$ cat src/rtl/serial_sub_pkg.sv
// serial_sub_pkg
//   Shared types for the bit-serial subtractor.
//   sub_state_t : controller states (IDLE, SHIFT, DONE)
package serial_sub_pkg;

  typedef enum logic [1:0] {
    IDLE  = 2'd0,
    SHIFT = 2'd1,
    DONE  = 2'd2
  } sub_state_t;

endpackage

$ cat src/rtl/half_sub.sv
// half_sub
//   Combinational half-subtractor cell: d = a - b for single bits.
//   Ports:
//     a      in  1 : minuend bit
//     b      in  1 : subtrahend bit
//     d      out 1 : difference bit (a ^ b)
//     borrow out 1 : borrow generated when a=0, b=1
module half_sub (
  input  logic a,
  input  logic b,
  output logic d,
  output logic borrow
);

  assign d      = a ^ b;
  assign borrow = ~a & b;

endmodule

$ cat src/rtl/serial_sub_full_sub_bit.sv
// full_sub_bit
//   One-bit full subtractor built from two half-subtractor cells.
//   The first cell subtracts b from a, the second subtracts the incoming
//   borrow from that partial difference; either stage can raise a borrow.
//   Ports:
//     a    in  1 : minuend bit
//     b    in  1 : subtrahend bit
//     bin  in  1 : borrow in from the previous (less significant) bit
//     d    out 1 : difference bit
//     bout out 1 : borrow out to the next bit
module full_sub_bit (
  input  logic a,
  input  logic b,
  input  logic bin,
  output logic d,
  output logic bout
);

  logic w_d1;
  logic w_borrow1;
  logic w_borrow2;

  half_sub u_hs1 (
    .a      (a),
    .b      (b),
    .d      (w_d1),
    .borrow (w_borrow1)
  );

  half_sub u_hs2 (
    .a      (w_d1),
    .b      (bin),
    .d      (d),
    .borrow (w_borrow2)
  );

  // The two borrows are mutually exclusive, so OR is the full borrow.
  assign bout = w_borrow1 | w_borrow2;

endmodule

$ cat src/rtl/serial_sub.sv
// serial_sub
//   Bit-serial unsigned subtractor: computes a - b one bit per clock,
//   LSB first, with a start/done handshake.
//   Ports:
//     clk        in  1     : clock, rising edge
//     rst_n      in  1     : asynchronous active-low reset
//     start      in  1     : request a subtraction (honoured only in IDLE)
//     a          in  WIDTH : minuend, captured on the accepted start edge
//     b          in  WIDTH : subtrahend, captured on the accepted start edge
//     busy       out 1     : high while bits are being processed
//     done       out 1     : one-cycle pulse when diff/borrow_out are valid
//     diff       out WIDTH : (a - b) mod 2^WIDTH
//     borrow_out out 1     : 1 iff a < b (unsigned)
module serial_sub
  import serial_sub_pkg::*;
#(
  parameter int WIDTH = 8
) (
  input  logic             clk,
  input  logic             rst_n,
  input  logic             start,
  input  logic [WIDTH-1:0] a,
  input  logic [WIDTH-1:0] b,
  output logic             busy,
  output logic             done,
  output logic [WIDTH-1:0] diff,
  output logic             borrow_out
);

  localparam int CNTW = $clog2(WIDTH + 1);
  localparam logic [CNTW-1:0] LAST_BIT = CNTW'(WIDTH - 1);

  sub_state_t       r_state;
  logic [WIDTH-1:0] r_sa;
  logic [WIDTH-1:0] r_sb;
  logic             r_borrow;
  logic [CNTW-1:0]  r_cnt;
  logic [WIDTH-1:0] r_diff;
  logic             r_borrowOut;
  logic             r_busy;
  logic             r_done;

  logic             w_d;
  logic             w_bout;
  logic [WIDTH-1:0] w_dMsb;

  full_sub_bit u_bit (
    .a    (r_sa[0]),
    .b    (r_sb[0]),
    .bin  (r_borrow),
    .d    (w_d),
    .bout (w_bout)
  );

  // New difference bit placed at the MSB; written this way so WIDTH=1
  // needs no zero-width slice of diff.
  always_comb begin
    w_dMsb            = '0;
    w_dMsb[WIDTH-1]   = w_d;
  end

  always_ff @(posedge clk or negedge rst_n) begin
    if (!rst_n) begin
      r_state     <= IDLE;
      r_sa        <= '0;
      r_sb        <= '0;
      r_borrow    <= 1'b0;
      r_cnt       <= '0;
      r_diff      <= '0;
      r_borrowOut <= 1'b0;
      r_busy      <= 1'b0;
      r_done      <= 1'b0;
    end else begin
      case (r_state)
        IDLE: begin
          r_done <= 1'b0;
          if (start) begin
            r_sa     <= a;
            r_sb     <= b;
            r_borrow <= 1'b0;
            r_cnt    <= '0;
            r_busy   <= 1'b1;
            r_state  <= SHIFT;
          end
        end
        SHIFT: begin
          r_diff   <= (r_diff >> 1) | w_dMsb;
          r_sa     <= r_sa >> 1;
          r_sb     <= r_sb >> 1;
          r_borrow <= w_bout;
          r_cnt    <= r_cnt + 1'b1;
          if (r_cnt == LAST_BIT) begin
            r_borrowOut <= w_bout;
            r_busy      <= 1'b0;
            r_done      <= 1'b1;
            r_state     <= DONE;
          end
        end
        DONE: begin
          r_done  <= 1'b0;
          r_state <= IDLE;
        end
        default: begin
          r_busy  <= 1'b0;
          r_done  <= 1'b0;
          r_state <= IDLE;
        end
      endcase
    end
  end

  assign busy       = r_busy;
  assign done       = r_done;
  assign diff       = r_diff;
  assign borrow_out = r_borrowOut;

endmodule

$ cat config.mk
export PLATFORM = sky130hd
export DESIGN_NAME = serial_sub
export DESIGN_NICKNAME = d
export VERILOG_FILES = /design/src/rtl/serial_sub_pkg.sv /design/src/rtl/half_sub.sv /design/src/rtl/serial_sub_full_sub_bit.sv /design/src/rtl/serial_sub.sv
export SDC_FILE = /design/constraint.sdc
export NUM_CORES = 1
export LEC_CHECK = 0
export ABC_AREA = 1
export BUFFER_PORTS_ARGS = -buffer_cell sky130_fd_sc_hd__clkbuf_2
export CAP_MARGIN = 20
export CELL_PAD_IN_SITES_DETAIL_PLACEMENT = 1
export CELL_PAD_IN_SITES_GLOBAL_PLACEMENT = 1
export CORE_MARGIN = 10
export CORE_UTILIZATION = 35
export CTS_CLUSTER_DIAMETER = 120
export DETAILED_ROUTE_END_ITERATION = 8
export PLACE_DENSITY = 0.67
export SYNTH_ARGS = -nofsm -noshare
export SYNTH_HDL_FRONTEND = slang
export SYNTH_SLANG_ARGS = --single-unit
export TNS_END_PERCENT = 1
$ cat constraint.sdc
create_clock -name clk -period 1.4 [get_ports clk]
set_clock_uncertainty 0.2 [all_clocks]
set_input_delay 0.28 -clock clk [delete_from_list [all_inputs] [get_ports clk]]
set_output_delay 0.28 -clock clk [all_outputs]
set_load 0.01 [all_outputs]
[After elaboration in Yosys (flattened, before gate mapping)]
Index checks and enable logic that the tools add are counted.
Word-level totals
  input bits: 19
  register bits after elaboration: 34
  output and inout bits: 11
Operators by class
  bitwise operators: 9
  muxes and demuxes: 16
  reduce and logical (&&, ||, !) cells: 6
  equal/unequal tests: 5
  add/sub/neg operators: 1
Operator list (number)
  one-hot mux 8 bit (2 select lines): 2
  2-to-1 mux 8 bit: 2
  bitwise OR 7 x 8 -> 8 bit: 1
  one-hot mux 4 bit (2 select lines): 1
  AND reduction 2 bit: 3
  2-to-1 mux 1 bit: 5
  adder 4 x 1 -> 4 bit, second input constant: 1
  equality test 4 x 3 -> 1 bit, second input constant: 1
  2-to-1 mux 2 bit: 2
  2-to-1 mux 4 bit: 1
  inequality test 2 bit, second input constant: 2
  one-hot mux 2 bit (2 select lines): 1
  NOT 1 bit: 3
  one-hot mux 1 bit (3 select lines): 1
  AND reduction 3 bit: 1
  bitwise AND 1 bit: 2
  equality test 2 x 1 -> 1 bit, second input constant: 1
  equality test 2 bit, second input constant: 1
  zero test 2 bit: 1
  one-hot mux 1 bit (2 select lines): 1
  nonzero test 2 bit: 1
  XOR 1 bit: 2
  bitwise OR 1 bit: 1

[Depth between registers and ports, before layout]
  word-level depth: 5
  gate-level depth with buffers: 6
  gate-level depth less buffers: 6

[Cells and area by module]
Synthesis repeated with hierarchy kept, for this count alone.
Second synthesis, totals
  cells, all modules: 179
  area, all modules: 1517.7 um^2
Modules (own cells, without submodules)
  serial_sub: area each 1466.4 um^2, cells an instance 170, instances 1, seq. area each 850.8 um^2
  half_sub: area each 20.0 um^2, cells an instance 3, instances 2, seq. area each 0.0 um^2
  full_sub_bit: area each 11.3 um^2, cells an instance 3, instances 1, seq. area each 0.0 um^2

[Worst setup path before layout]
Ideal clock, no wire load.
  path kind: register to register
  start point: register r_sb[0]
  end point: register r_diff[7], in the netlist diff[7]
  data arrival time: 931 ps
  data required time: 1083 ps
  stages on the path, launching flop included: 5
  slack: 152 ps
  library setup time: 117 ps
  cells stage by stage: dfrtp_1 -> inv_1 -> fa_1 -> nand2_1 -> nand2_1
Between the ends
  cells in the longest elaborated chain, start to end: 3
Ends and longest elaborated chain
  start, declared: RTL line serial_sub.sv:35  | logic [WIDTH-1:0] r_sb;
  start signal, assigned: RTL line serial_sub.sv:89  | r_sb <= r_sb >> 1;
  XOR 1 bit (2 in series): RTL line half_sub.sv:15  | assign d = a ^ b;
  net u_bit.d: RTL line serial_sub_full_sub_bit.sv:15  | output logic d,
  bitwise OR 7 x 8 -> 8 bit: RTL line serial_sub.sv:87  | r_diff <= (r_diff >> 1) | w_dMsb;
  end signal, assigned: RTL line serial_sub.sv:87
  end, declared: RTL line serial_sub.sv:38  | logic [WIDTH-1:0] r_diff;
The timed path passes the listed nets, and every way through them passes these cells.
A chain may end at the register's enable or synchronous reset.

[Worst setup path in the final report]
Same ends and word-level chain as after synthesis.

==> results by group <==
Outcome
  – Status: finished clean

Placement
  – Port bufs: 29
  – HPWL after DPL: 2631 um
  – RePlAce Congestion: 0.7017
  – Dpl cell area: 1705 um2

Detailed routing
  – DR pass1 iterations: 4
  – Metal-1 WL: 1662 um
  – Met3 Wirelength: 196 um
  – Met2 routed WL: 1914 um
  – DRC: 0
  – Top sig layer: met3
  – WL final: 3773 um
  – DR iter-0 viols: 43
  – Via density: 4.896
  – Via Count: 1273
  – Final ANT Viol Nets: 0
  – Avg WL per Cell: 14.51 um

Worst setup path
  – CP endpoint kind: flip-flop
  – Type of origin of the critical path: flip-flop
  – Crit path max fanout: 2
  – R2R cell count: 4
  – Worst EP required: 1.43 ns
  – Worst Path Arrival: 1.36 ns
  – WS Path Type: reg2reg

Finish
  – Nets@finish: 230
  – Final core occ: 45.96%
  – P&R area growth vs syn: 25.29%
  – Share of layout cells above drive strength 1: 24.76%
  – N_diodes: 0
  – Fin area: 1878 um2

Timing
  – RSZ-0062 raised after global routing: yes
  – Final TNS setup: 0 ns
  – Worst-Margin Slew: 0.2539 ns
  – WHS: 0.003757 ns
  – Final hold vios: 0
  – Ratio of final minimum period to clock period: 94.81%
  – Final setup vio count: 0
  – Max_slew headroom: 83.07%
  – Max Fclk: 753.4 MHz
  – Final-report max-slew violation count: 0
  – Min Tclk post-route: 1.327 ns

Synthesis
  – Biggest area consumer among synthesized cells: dfrtp_1
  – Post-Synthesis Cells: 169
  – Top cell type's share of synthesized area: 56.76%
  – Main synth FF type: dfrtp_1
  – EDFF count, synth: 0
  – FF+latch count, synth: 34
  – Count leader, synth: nand2_1
  – Warnings, synthesis: 0
  – Unique cell type count in the Yosys netlist: 20
  – Post-Syn Area per Cell: 8.869 um2
  – Sequential area share after synthesis: 56.76%
  – Largest cells by area after synthesis: dfrtp_1 57%, nand2_1 14%, nand3_1 12%
  – Post-synth top cells: 56 x nand2_1, 36 x nand3_1, 34 x dfrtp_1
  – Synth async-reset ratio: 100.0%
  – Synth Net Count: 190
  – Mapped cell area: 1499 um2

Power and ir drop
  – Lkg Pwr: 0.9793 nW
  – VDD IR max: 592.3 uV
  – Power, Total: 3.995 mW
  – Pwr/cell area: 2127 nW/um2

Floorplanning
  – Die H: 85.44 um
  – Die ar.: 7300 um2
  – Die X: 85.44 um
  – IO Count: 30
  – Initial Utilization: 36.68%
  – Core area: 4086 um2
  – Row cnt: 23

Hold path
  – Cell count of the worst hold path: 3
  – Hold Crit Class: in2reg

Clocking
  – Root Driver: clkbuf_8
  – TritonCTS clock tree: yes
  – H-tree depth: 2
  – Clock buffer depth: 2
  – Clock Pin Slew Worst Setup and Hold Paths: 0.07 ns
  – Num CTS Buffers: 5
  – Skew-Pair Late Insertion Delay: 0.29 ns
  – Clk sinks: 34

Global routing
  – Largest net degree at the start of global routing: 35
  – Vias in the first global route: 1451
  – Overflow after GRT: 0
  – Global-route wire length before repair: 6706 um
  – GRT Total Usage: 11.05%
  – Initial antenna violation count: 0

Job
  – Max-cap violations: 0
-- worst max-delay path, stage by stage, from the launching register on --
cell,delay (ns)
dfrtp_1,0.35
inv_1,0.06
fa_2,0.55
nand2_1,0.05
nand2_1,0.06
-- sequential cells by signal, indices dropped and copies added (netlist names) --
register / count
borrow_out: 1
busy: 1
diff: 8
done: 1
r_borrow: 1
r_cnt: 4
r_sa: 8
r_sb: 8
r_state: 2
-- final timing paths --
| path | from | endpoint | slack (ns) |
|---|---|---|---|
| min in group asynchronous | rst_n | r_cnt[3] | 0.29 |
| max | r_sb[0] | diff[7] | 0.07 |
| min reg2reg | diff[0] | diff[0] | 0.28 |
| min | a[7] | r_sa[7] | 0.004 |
| max in group asynchronous | rst_n | r_sa[3] | 0.53 |
| max reg2reg | r_sb[0] | diff[7] | 0.07 |
-- repair_timing --
item,CTS,global route
setup endpoints to repair,0,8
hold endpoints to repair,38,0
gates resized for setup,0,5
hold buffers,5,0
buffers inserted,0,2
-- layer usage --
layer,up-vias,GRT usage [%]
met5,-,0
met4,0,2.695
met3,0,4.685
met2,28,19.01
met1,625,12.26
li1,620,-
-- cells by family (layout without fill, tap and decap cells) --
group                    count (synthesis)  in the layout  synth area share [%]
AND/OR/NAND/NOR                        100            100                 28.88
flip-flops                              34             34                 56.76
buffers and inverters                   21             62                 7.846
AO/OA/AOI/OAI                           11             11                 3.756
adder cells (fa/ha/maj)                  2              2                 2.170
XOR/XNOR                                 1              1                0.5844
-- layout by cell type (no fill, tap or decap), drive strengths merged --
| cell | instances |
|---|---|
| clkbuf | 36 |
| xnor2 | 1 |
| o21ai | 9 |
| inv | 13 |
| buf | 7 |
| nand2 | 58 |
| nor2 | 5 |
| dlygate4sd3 | 5 |
| ha | 1 |
| clkinv | 1 |
| a21oi | 1 |
| dfrtp | 34 |
| nand4 | 1 |
| o22ai | 1 |
| nand3 | 36 |
| fa | 1 |
-- metrics by stage --
step / cells / worst slack, ns
3_3_place_gp: 245 / 0.1230
6_report: 260 / 0.07260
5_1_grt: 260 / -0.01442
2_1_floorplan: 169 / 0.1522
4_1_cts: 258 / 0.04245
3_5_place_dp: 245 / 0.05499
-- report_power, final --
group	total [mW]	internal, mW	leakage [nW]	switching, mW
logic	1.58	0.644	0.498	0.940
registers	1.65	1.38	0.433	0.270
clock network	0.758	0.397	0.0482	0.361
total	4.00	2.42	0.979	1.57
-- cell type report --
cell class | instances | area [um2]
flip-flops and latches | 34 | 850.8
multi-input cells | 114 | 546.8
clock buffers | 7 | 86.33
repair buffers | 41 | 272.8
inverters | 13 | 53.80
fillers | 499 | 2208
clock inverters | 1 | 5.005
well taps | 50 | 62.56
Power figures use the tool's default switching activity.
